### src/rtl/dac_pkg.sv
// Shared types and helpers for the DAC7512 serial write path.
// Latency: none (types, constants and a pure function only).
// Backpressure: not applicable.
package dac_pkg;

  // Bits per DAC7512 frame: two don't-care bits, two power-down bits, twelve data bits.
  localparam int FRAME_BITS = 16;

  // Half-period ticks spent in SHIFT: one per SCLK edge after the setup fall,
  // plus a closing high half-period before sync is released.
  localparam int SHIFT_TICKS = 2 * FRAME_BITS;

  typedef enum logic [1:0] {
    S_IDLE  = 2'd0,
    S_SETUP = 2'd1,
    S_SHIFT = 2'd2,
    S_GAP   = 2'd3
  } state_t;

  // Frame word as the DAC expects it on the wire, MSB first.
  function automatic logic [FRAME_BITS-1:0] frame_word(input logic [1:0]  pd,
                                                       input logic [11:0] data);
    return {2'b00, pd, data};
  endfunction

endpackage

### src/rtl/dac_half_tick.sv
// Half-period timer: pulses tick once every DIV_HALF clk cycles.
// Latency: first tick DIV_HALF cycles after a restart (restart seen at edge e -> tick acts at e+DIV_HALF).
// Backpressure: none; free-running between restarts.
module dac_half_tick #(
  parameter int DIV_HALF = 20
) (
  input  logic clk,
  input  logic rst,
  input  logic restart,
  output logic tick
);

  localparam int CW = $clog2(DIV_HALF + 1);

  logic [CW-1:0] cnt;

  assign tick = (cnt == CW'(DIV_HALF - 1));

  // Count up to DIV_HALF-1 and fold back; a restart realigns the phase to the new state.
  always_ff @(posedge clk) begin
    if (rst || restart) begin
      cnt <= '0;
    end else if (tick) begin
      cnt <= '0;
    end else begin
      cnt <= cnt + CW'(1);
    end
  end

endmodule

### src/rtl/dac7512_wr.sv
// Serial writer for a DAC7512: 16-bit frames on SCLK/SYNC_N/DIN with a one-deep pending word.
// Latency: sync_n falls one edge after wr_req; sync_n is low for 33*DIV_HALF cycles per frame.
// Backpressure: none upstream; a second request while a word is pending overwrites it and pulses ovf.
module dac7512_wr #(
  parameter int DIV_HALF = 20,
  parameter int GAP_CYC  = 4
) (
  input  logic        clk,
  input  logic        rst,
  input  logic        wr_req,
  input  logic [11:0] dac_data,
  input  logic [1:0]  dac_pd,
  output logic        dac_sclk,
  output logic        dac_sync_n,
  output logic        dac_din,
  output logic        busy,
  output logic        done,
  output logic        ovf
);

  import dac_pkg::*;

  localparam int HW = $clog2(SHIFT_TICKS);
  localparam int GW = (GAP_CYC > 1) ? $clog2(GAP_CYC) : 1;

  state_t                state;
  state_t                next_state;
  logic                  tick;
  logic                  restart;
  logic [HW-1:0]         hcnt;
  logic [GW-1:0]         gap_cnt;
  logic                  gap_end;
  logic                  last_tick;
  logic                  trail_tick;
  logic                  consume;
  logic                  store;
  logic                  enter_setup;
  logic                  pend_vld;
  logic [FRAME_BITS-1:0] pend_word;
  logic [FRAME_BITS-1:0] in_word;
  logic [FRAME_BITS-1:0] start_word;
  logic [FRAME_BITS-2:0] sh;

  assign in_word     = frame_word(dac_pd, dac_data);
  assign start_word  = consume ? pend_word : in_word;
  assign restart     = (next_state != state);
  assign enter_setup = (next_state == S_SETUP) && (state != S_SETUP);
  assign last_tick   = (hcnt == HW'(SHIFT_TICKS - 1));
  assign trail_tick  = (hcnt == HW'(SHIFT_TICKS - 2));
  assign gap_end     = (gap_cnt == GW'(GAP_CYC - 1));
  // Any request that does not start a frame straight from an empty IDLE goes to the pending slot.
  assign store       = wr_req && !((state == S_IDLE) && !pend_vld);

  dac_half_tick #(
    .DIV_HALF (DIV_HALF)
  ) u_half_tick (
    .clk     (clk),
    .rst     (rst),
    .restart (restart),
    .tick    (tick)
  );

  // State register.
  always_ff @(posedge clk) begin
    if (rst) begin
      state <= S_IDLE;
    end else begin
      state <= next_state;
    end
  end

  // Next-state decode; consume marks the cycle the pending word is handed to a new frame.
  always_comb begin
    next_state = state;
    consume    = 1'b0;
    case (state)
      S_IDLE: begin
        if (pend_vld) begin
          next_state = S_SETUP;
          consume    = 1'b1;
        end else if (wr_req) begin
          next_state = S_SETUP;
        end
      end
      S_SETUP: begin
        if (tick) begin
          next_state = S_SHIFT;
        end
      end
      S_SHIFT: begin
        if (tick && last_tick) begin
          next_state = S_GAP;
        end
      end
      S_GAP: begin
        if (gap_end) begin
          if (pend_vld) begin
            next_state = S_SETUP;
            consume    = 1'b1;
          end else begin
            next_state = S_IDLE;
          end
        end
      end
      default: next_state = S_IDLE;
    endcase
  end

  // Half-period and gap counters, cleared on every state entry and never wrapping.
  always_ff @(posedge clk) begin
    if (rst || restart) begin
      hcnt    <= '0;
      gap_cnt <= '0;
    end else begin
      if ((state == S_SHIFT) && tick && !last_tick) begin
        hcnt <= hcnt + HW'(1);
      end
      if ((state == S_GAP) && !gap_end) begin
        gap_cnt <= gap_cnt + GW'(1);
      end
    end
  end

  // Single-entry pending slot: latest word wins, overwriting a still-valid word flags ovf.
  always_ff @(posedge clk) begin
    if (rst) begin
      pend_vld  <= 1'b0;
      pend_word <= '0;
      ovf       <= 1'b0;
    end else begin
      ovf <= store && pend_vld && !consume;
      if (store) begin
        pend_vld  <= 1'b1;
        pend_word <= in_word;
      end else if (consume) begin
        pend_vld <= 1'b0;
      end
    end
  end

  // Serial pins: din only moves together with a rising sclk so it is stable while sclk is low.
  always_ff @(posedge clk) begin
    if (rst) begin
      dac_sclk   <= 1'b1;
      dac_sync_n <= 1'b1;
      dac_din    <= 1'b0;
      done       <= 1'b0;
      sh         <= '0;
    end else begin
      done <= 1'b0;
      if (enter_setup) begin
        dac_sync_n <= 1'b0;
        dac_sclk   <= 1'b1;
        dac_din    <= start_word[FRAME_BITS-1];
        sh         <= start_word[FRAME_BITS-2:0];
      end else if ((state == S_SETUP) && tick) begin
        dac_sclk <= 1'b0;
      end else if ((state == S_SHIFT) && tick) begin
        if (last_tick) begin
          // Closing high half-period is over: release the frame.
          dac_sync_n <= 1'b1;
          dac_din    <= 1'b0;
          done       <= 1'b1;
        end else begin
          // Even hcnt is a rising edge, odd hcnt a falling edge.
          dac_sclk <= ~hcnt[0];
          if (!hcnt[0] && !trail_tick) begin
            dac_din <= sh[FRAME_BITS-2];
            sh      <= {sh[FRAME_BITS-3:0], 1'b0};
          end
        end
      end
    end
  end

  // busy stays up for one cycle after returning to IDLE so it spans the whole gap.
  always_ff @(posedge clk) begin
    if (rst) begin
      busy <= 1'b0;
    end else begin
      busy <= (state != S_IDLE) || (next_state != S_IDLE);
    end
  end

endmodule

### config.mk
export PLATFORM = sky130hd
export DESIGN_NAME = dac7512_wr
export DESIGN_NICKNAME = d
export VERILOG_FILES = /design/src/rtl/dac_pkg.sv /design/src/rtl/dac_half_tick.sv /design/src/rtl/dac7512_wr.sv
export SDC_FILE = /design/constraint.sdc
export NUM_CORES = 1
export LEC_CHECK = 0
export ABC_AREA = 1
export BUFFER_PORTS_ARGS = -buffer_cell sky130_fd_sc_hd__buf_4
export CORE_ASPECT_RATIO = 1.1
export CORE_UTILIZATION = 50
export DETAILED_ROUTE_END_ITERATION = 12
export PLACE_DENSITY = 0.69
export SETUP_SLACK_MARGIN = 0.3
export SLEW_MARGIN = 20
export SYNTH_ARGS = -nofsm -noshare
export SYNTH_HDL_FRONTEND = slang
export SYNTH_SLANG_ARGS = --single-unit
### constraint.sdc
create_clock -name clk -period 5.25 [get_ports clk]
set_input_delay 0.525 -clock clk [delete_from_list [all_inputs] [get_ports clk]]
set_output_delay 0.525 -clock clk [all_outputs]
set_load 0.005 [all_outputs]
Word-level counts from Yosys, hierarchy flattened:

Index checks and enable logic that the tools add are counted.

* $add $sub $neg: 3
* equal/unequal tests: 13
* mux-type cells: 31
* bitwise operators: 2
* reduce and logical (&&, ||, !) cells: 36

Operators by type and width (number)
* $mux W15: 5
* $mux W1: 18
* $eq A5 B5 Y1 const B: 3
* $mux W14: 1
* $reduce_bool A2 Y1: 7
* $logic_and A1 B1 Y1: 11
* $add A5 B1 Y5 const B: 2
* $mux W2: 5
* $pmux W2 S4: 1
* $logic_not A1 Y1: 7
* $eq A2 B2 Y1 const B: 3
* $ne A2 B1 Y1 const B: 3
* $reduce_and A3 Y1: 2
* $eq A2 B1 Y1 const B: 2
* $reduce_and A4 Y1: 1
* $reduce_or A2 Y1: 2
* $reduce_or A4 Y1: 1
* $reduce_bool A3 Y1: 1
* $add A2 B1 Y2 const B: 1
* $logic_not A2 Y1: 1
* $logic_or A1 B1 Y1: 2
* $ne A2 B2 Y1: 1
* $ne A2 B2 Y1 const B: 1
* $not A1 Y1: 2
* 2 further kinds: 2

* bits in registers: 50
* bits of input ports: 17
* output and inout bits: 6
* word-level logic and storage cells: 98

Logic depth before layout (Yosys ltp):

* depth in word-level cells: 8
* depth in mapped cells: 14
* depth with buffers taken out: 14

Cells and area by module:

Synthesis repeated with hierarchy kept, for this count alone.

* cell total of the unflattened synthesis: 361
* area total of the unflattened synthesis: 2597.5 µm²

By module, submodules not included
* dac7512_wr: times used 1, cells an instance 331, area an instance 2349.8 µm², sequential area each 900.9 µm²
* dac_half_tick: times used 1, cells an instance 30, area an instance 247.7 µm², sequential area each 100.1 µm²

Worst setup path before layout:

No wires, ideal clock.

* path type: reg2reg
* start: register hcnt[1]
* end: register dac_sync_n
* setup time: 133 ps
* arrival time: 1707 ps
* data required time: 5117 ps
* setup slack: 3409 ps
* cell stages (with the launch flop): 13
* buffers on the path: 1
* clock period less this slack: 1841 ps
* cell sequence: dfxtp_1 ha_1 inv_1 nor2_1 ha_1 nand4_1 nand3_1 nand2_1 nor2_2 buf_4 inv_2 nand3_1 nand3_1

* cells in the longest elaborated chain, start to end: 8
* elaborated cells between the ends (all ways): 11
* those cells by class: 3 x eq/ne; 3 x mux; 5 x reduce/logical

Ends and longest elaborated chain
* from (decl): line dac7512_wr.sv:30 `logic [HW-1:0] hcnt;`
* from (signal assigned): line dac7512_wr.sv:116 `hcnt <= hcnt + HW'(1);`
* $eq A5 B5 Y1 (*): line dac7512_wr.sv:48 `assign last_tick = (hcnt == HW'(SHIFT_TICKS - 1));`
* via last_tick: line dac7512_wr.sv:33 `logic last_tick;`
* $logic_and A1 B1 Y1: line dac7512_wr.sv:91 `if (tick && last_tick) begin`
* $mux W2: line dac7512_wr.sv:91
* $pmux W2 S4: line dac7512_wr.sv:76 `case (state)`
* $eq A2 B1 Y1: line dac7512_wr.sv:47 `assign enter_setup = (next_state == S_SETUP) && (state != S_SETUP);`
* $logic_and A1 B1 Y1: line dac7512_wr.sv:47
* $ne A2 B2 Y1 (no line) or $reduce_bool A2 Y1 (tied branches)
* $reduce_and A3 Y1 (no line)
* to (signal assigned): line dac7512_wr.sv:145 `dac_sync_n <= 1'b1;`
* to (signal assigned): line dac7512_wr.sv:152 `dac_sync_n <= 1'b0;`
* to (signal assigned): line dac7512_wr.sv:161 `dac_sync_n <= 1'b1;`
* to (decl): line dac7512_wr.sv:14 `output logic dac_sync_n,`

Mark *: on every way through the listed nets, which the timed path passes. The rest lies on a longest branch.
A chain may end at the register's enable or synchronous reset.

Worst setup path after layout:

* start: register state[0]
* end: register sh[0]

* cells in the longest elaborated chain, start to end: 7
* elaborated cells between the ends (all ways): 23
* those cells by class: 7 x eq/ne; 9 x mux; 7 x reduce/logical

Ends and longest elaborated chain
* from (decl): line dac7512_wr.sv:26 `state_t state;`
* from (signal assigned): line dac7512_wr.sv:68 `state <= next_state;`
* $mux W2: line dac7512_wr.sv:81 `end else if (wr_req) begin`
* $mux W2: line dac7512_wr.sv:78 `if (pend_vld) begin`
* $pmux W2 S4: line dac7512_wr.sv:76
* $eq A2 B1 Y1: line dac7512_wr.sv:47
* $logic_and A1 B1 Y1: line dac7512_wr.sv:47
* $ne A2 B1 Y1 (no line) (tied with other cells)
* $reduce_and A4 Y1 (no line)
* to (signal assigned): line dac7512_wr.sv:155 `sh <= start_word[FRAME_BITS-2:0];`
* to (signal assigned): line dac7512_wr.sv:169 `sh <= {sh[FRAME_BITS-3:0], 1'b0};`
* to (decl): line dac7512_wr.sv:42 `logic [FRAME_BITS-2:0] sh;`

Several ways; a longest one is shown, not always the timed one.

==> results.toml <==
[yosys]
synth_top_area_share_pct = 40.8
yosysTopAreaCell = "dfxtp_1"
async_flop_share_pct = 0
yosys_warnings = 0
netlist_top_cells_area = "dfxtp_1, nand2_1, nor2_1"
synth_area_um2 = 2450
synth_fp_nets = 388
synthCells = 362
yosysMostFrequentCell = "nand2_1"
synth-main-ff-cell = "dfxtp_1"
ys_types = 28
ys_seq_elements = 50
synth_area_per_cell_um2 = 6.78
synth_common_cells = "nand2_1, nor2_1, dfxtp_1"
ys_seq_area_share_pct = 40.8
synth-edff-count = 0

[layout]
fin_nets = 403
regArea_um2 = 1000
layout-drive-gt1-share_pct = 11.1
syn2layout_area_growth_pct = 9.94
num_antenna_cells = 0
multi_input_area_um2 = 1280
fillCellCount = 475

[drt]
firstDrtPassIters = 4
ant_nets = 0
first_iter_violations = 163
routedWlPerCell_um = 11.5
via_count = 2147
drc_errors = 0
wl_mm = 4.99
viasPerCell = 4.96

[critical_path]
crit_path_end_kind = "flip-flop"
path_max_fanout = 16
critPathLaunchType = "flip-flop"
worst_ep_required_time_ns = 5.48
crit_arrival_ns = 2.99
critPathKind = "reg2reg"

[grt]
grt_pass1_vias = 1760
grtUsageTotal_pct = 20.9
antenna_found_initial = 0
grt_max_degree = 32
grt-ovfl-total = 0
grt_pass1_wl_mm = 8.12

[place]
port_buffers = 22
hpwlAfterDp_mm = 3.52
globalplace.congestion = 0.852

[run]
cap_violations = 0

[sta]
whs_ns = 0.451
fin_skew_ns = 0.00480
setup_viol = 0
post-route-min-period_ns = 2.76
max_freq_mhz = 362
hold_violations = 0
slew_headroom_pct = 43.6
rsz0062_at_grt = "false"
finalMaxSlewViolations = 0
post-route-period-util_pct = 52.6
worstMarginPinSlew_ns = 0.844
final.setup.tns_ns = 0

[clocking]
clk_pin_slew_ns = 0.08
cts-htree-levels = 2
clock-root-buffer = "clkbuf_8"
cts_resized = 0
cts_made_buffers = 5
post_cts_buffers = 0
cts_tree = "yes"
cts_sinks = 50
clockBufferDepth = 2
worstSkewPairLatency_ns = 0.29
ctsHoldBuffers = 0

[die]
start_util_pct = 52.4
design.core.area_um2 = 4680
ios = 23
num_rows = 26
die_h_um = 75.5
fp.dieW_um = 68.8
die_area_um2 = 5190

[pwr]
ir_drop_mv = 0.187
leakagePower_nw = 1.24
powerDensity_nw_per_um2 = 304

[outcome]
status = "completed"

[worst_hold_path]
min_path_type = "reg2reg"
sequential cells by signal, summed over array words and instances (netlist names):
signal / count
busy: 1
dac_din: 1
dac_sclk: 1
dac_sync_n: 1
done: 1
gap_cnt: 2
hcnt: 5
ovf: 1
pend_vld: 1
pend_word: 14
sh: 15
state: 2
u_half_tick.cnt: 5
through the flow:
step / util (%) / area [um2] / cells / power, W / worst slack [ns]
floorplan: - / 2450 / 362 / 0.000576 / 3.41
detailed placement: 55.9 / 2620 / 426 / 0.000617 / 2.40
global placement: 55.9 / 2620 / 426 / 0.000614 / 2.50
CTS: 57.5 / 2690 / 433 / 0.000823 / 2.39
finish: 57.6 / 2700 / 433 / 0.000820 / 2.49
global route: 57.6 / 2700 / 433 / 0.000868 / 2.21
cell type report:
type                       instances  area share (%)
clock buffer                       7            2.83
sequential                        50            37.1
multi-input combinational        269            47.3
timing repair buffer              22            6.12
tap                               56            2.60
inverter                          29            4.03
metal layers:
metal | global-route usage [%] | share of wire, % | vias to the layer above
li1 | - | - | 1168
met1 | 32.8 | 53 | 935
met2 | 27.9 | 42 | 40
met3 | 4.19 | 3.7 | 4
met4 | 7.26 | 0.98 | 0
met5 | 0 | 0 | -
logic make-up after synthesis:
group | synth area share [%]
XOR/XNOR | 2.14
AO/OA/AOI/OAI | 6.58
AND/OR/NAND/NOR | 38.1
multiplexers | 0.408
buffers and inverters | 7.39
flip-flops | 40.8
adder cells (fa/ha/maj) | 4.59
critical path, cell delays in order, from the launching register on:
cell and delay (ns):
dfxtp_1 0.41, inv_1 0.13, ha_1 0.31, nor2_1 0.62
nand2_1 0.56, o21ai_0 0.38, nand2_1 0.11, a21oi_1 0.17
placed cells by master (no fill, tap or decap):
master | netlist | final
a21oi_1 | 6 | 6
a21oi_2 | 1 | 1
a31oi_1 | 1 | 1
buf_4 | 3 | 22
clkbuf_1 | 9 | 2
clkbuf_8 | 0 | 5
dfxtp_1 | 50 | 50
ha_1 | 9 | 9
inv_1 | 23 | 23
inv_2 | 6 | 6
mux2i_1 | 1 | 1
nand2_1 | 97 | 97
nand2_2 | 2 | 2
nand3_1 | 40 | 40
nand4_1 | 3 | 3
nor2_1 | 74 | 74
nor2_2 | 2 | 1
nor2_4 | 2 | 3
nor3_1 | 1 | 1
nor3_4 | 1 | 1
nor4_1 | 1 | 1
o211ai_1 | 1 | 1
o21ai_0 | 18 | 18
o21ai_1 | 2 | 2
o21ai_2 | 1 | 1
xnor2_1 | 2 | 2
xor2_1 | 4 | 4
power by group:
group | internal [W] | switching (W)
Clock | 0.0000921 | 0.000117
Combinational | 0.0000633 | 0.000109
Sequential | 0.000418 | 0.0000204
Total | 0.000573 | 0.000247
worst paths after layout:
kind | startpoint | cells past startpoint | slack [ns] | end
setup / recovery | state[0] | 7 | 2.49 | sh[0]
hold / removal | u_half_tick.cnt[0] | 1 | 0.45 | u_half_tick.cnt[0]
setup reg to reg | state[0] | 7 | 2.49 | sh[0]
hold reg to reg | u_half_tick.cnt[0] | 1 | 0.45 | u_half_tick.cnt[0]
Power figures use the tool's default switching activity.
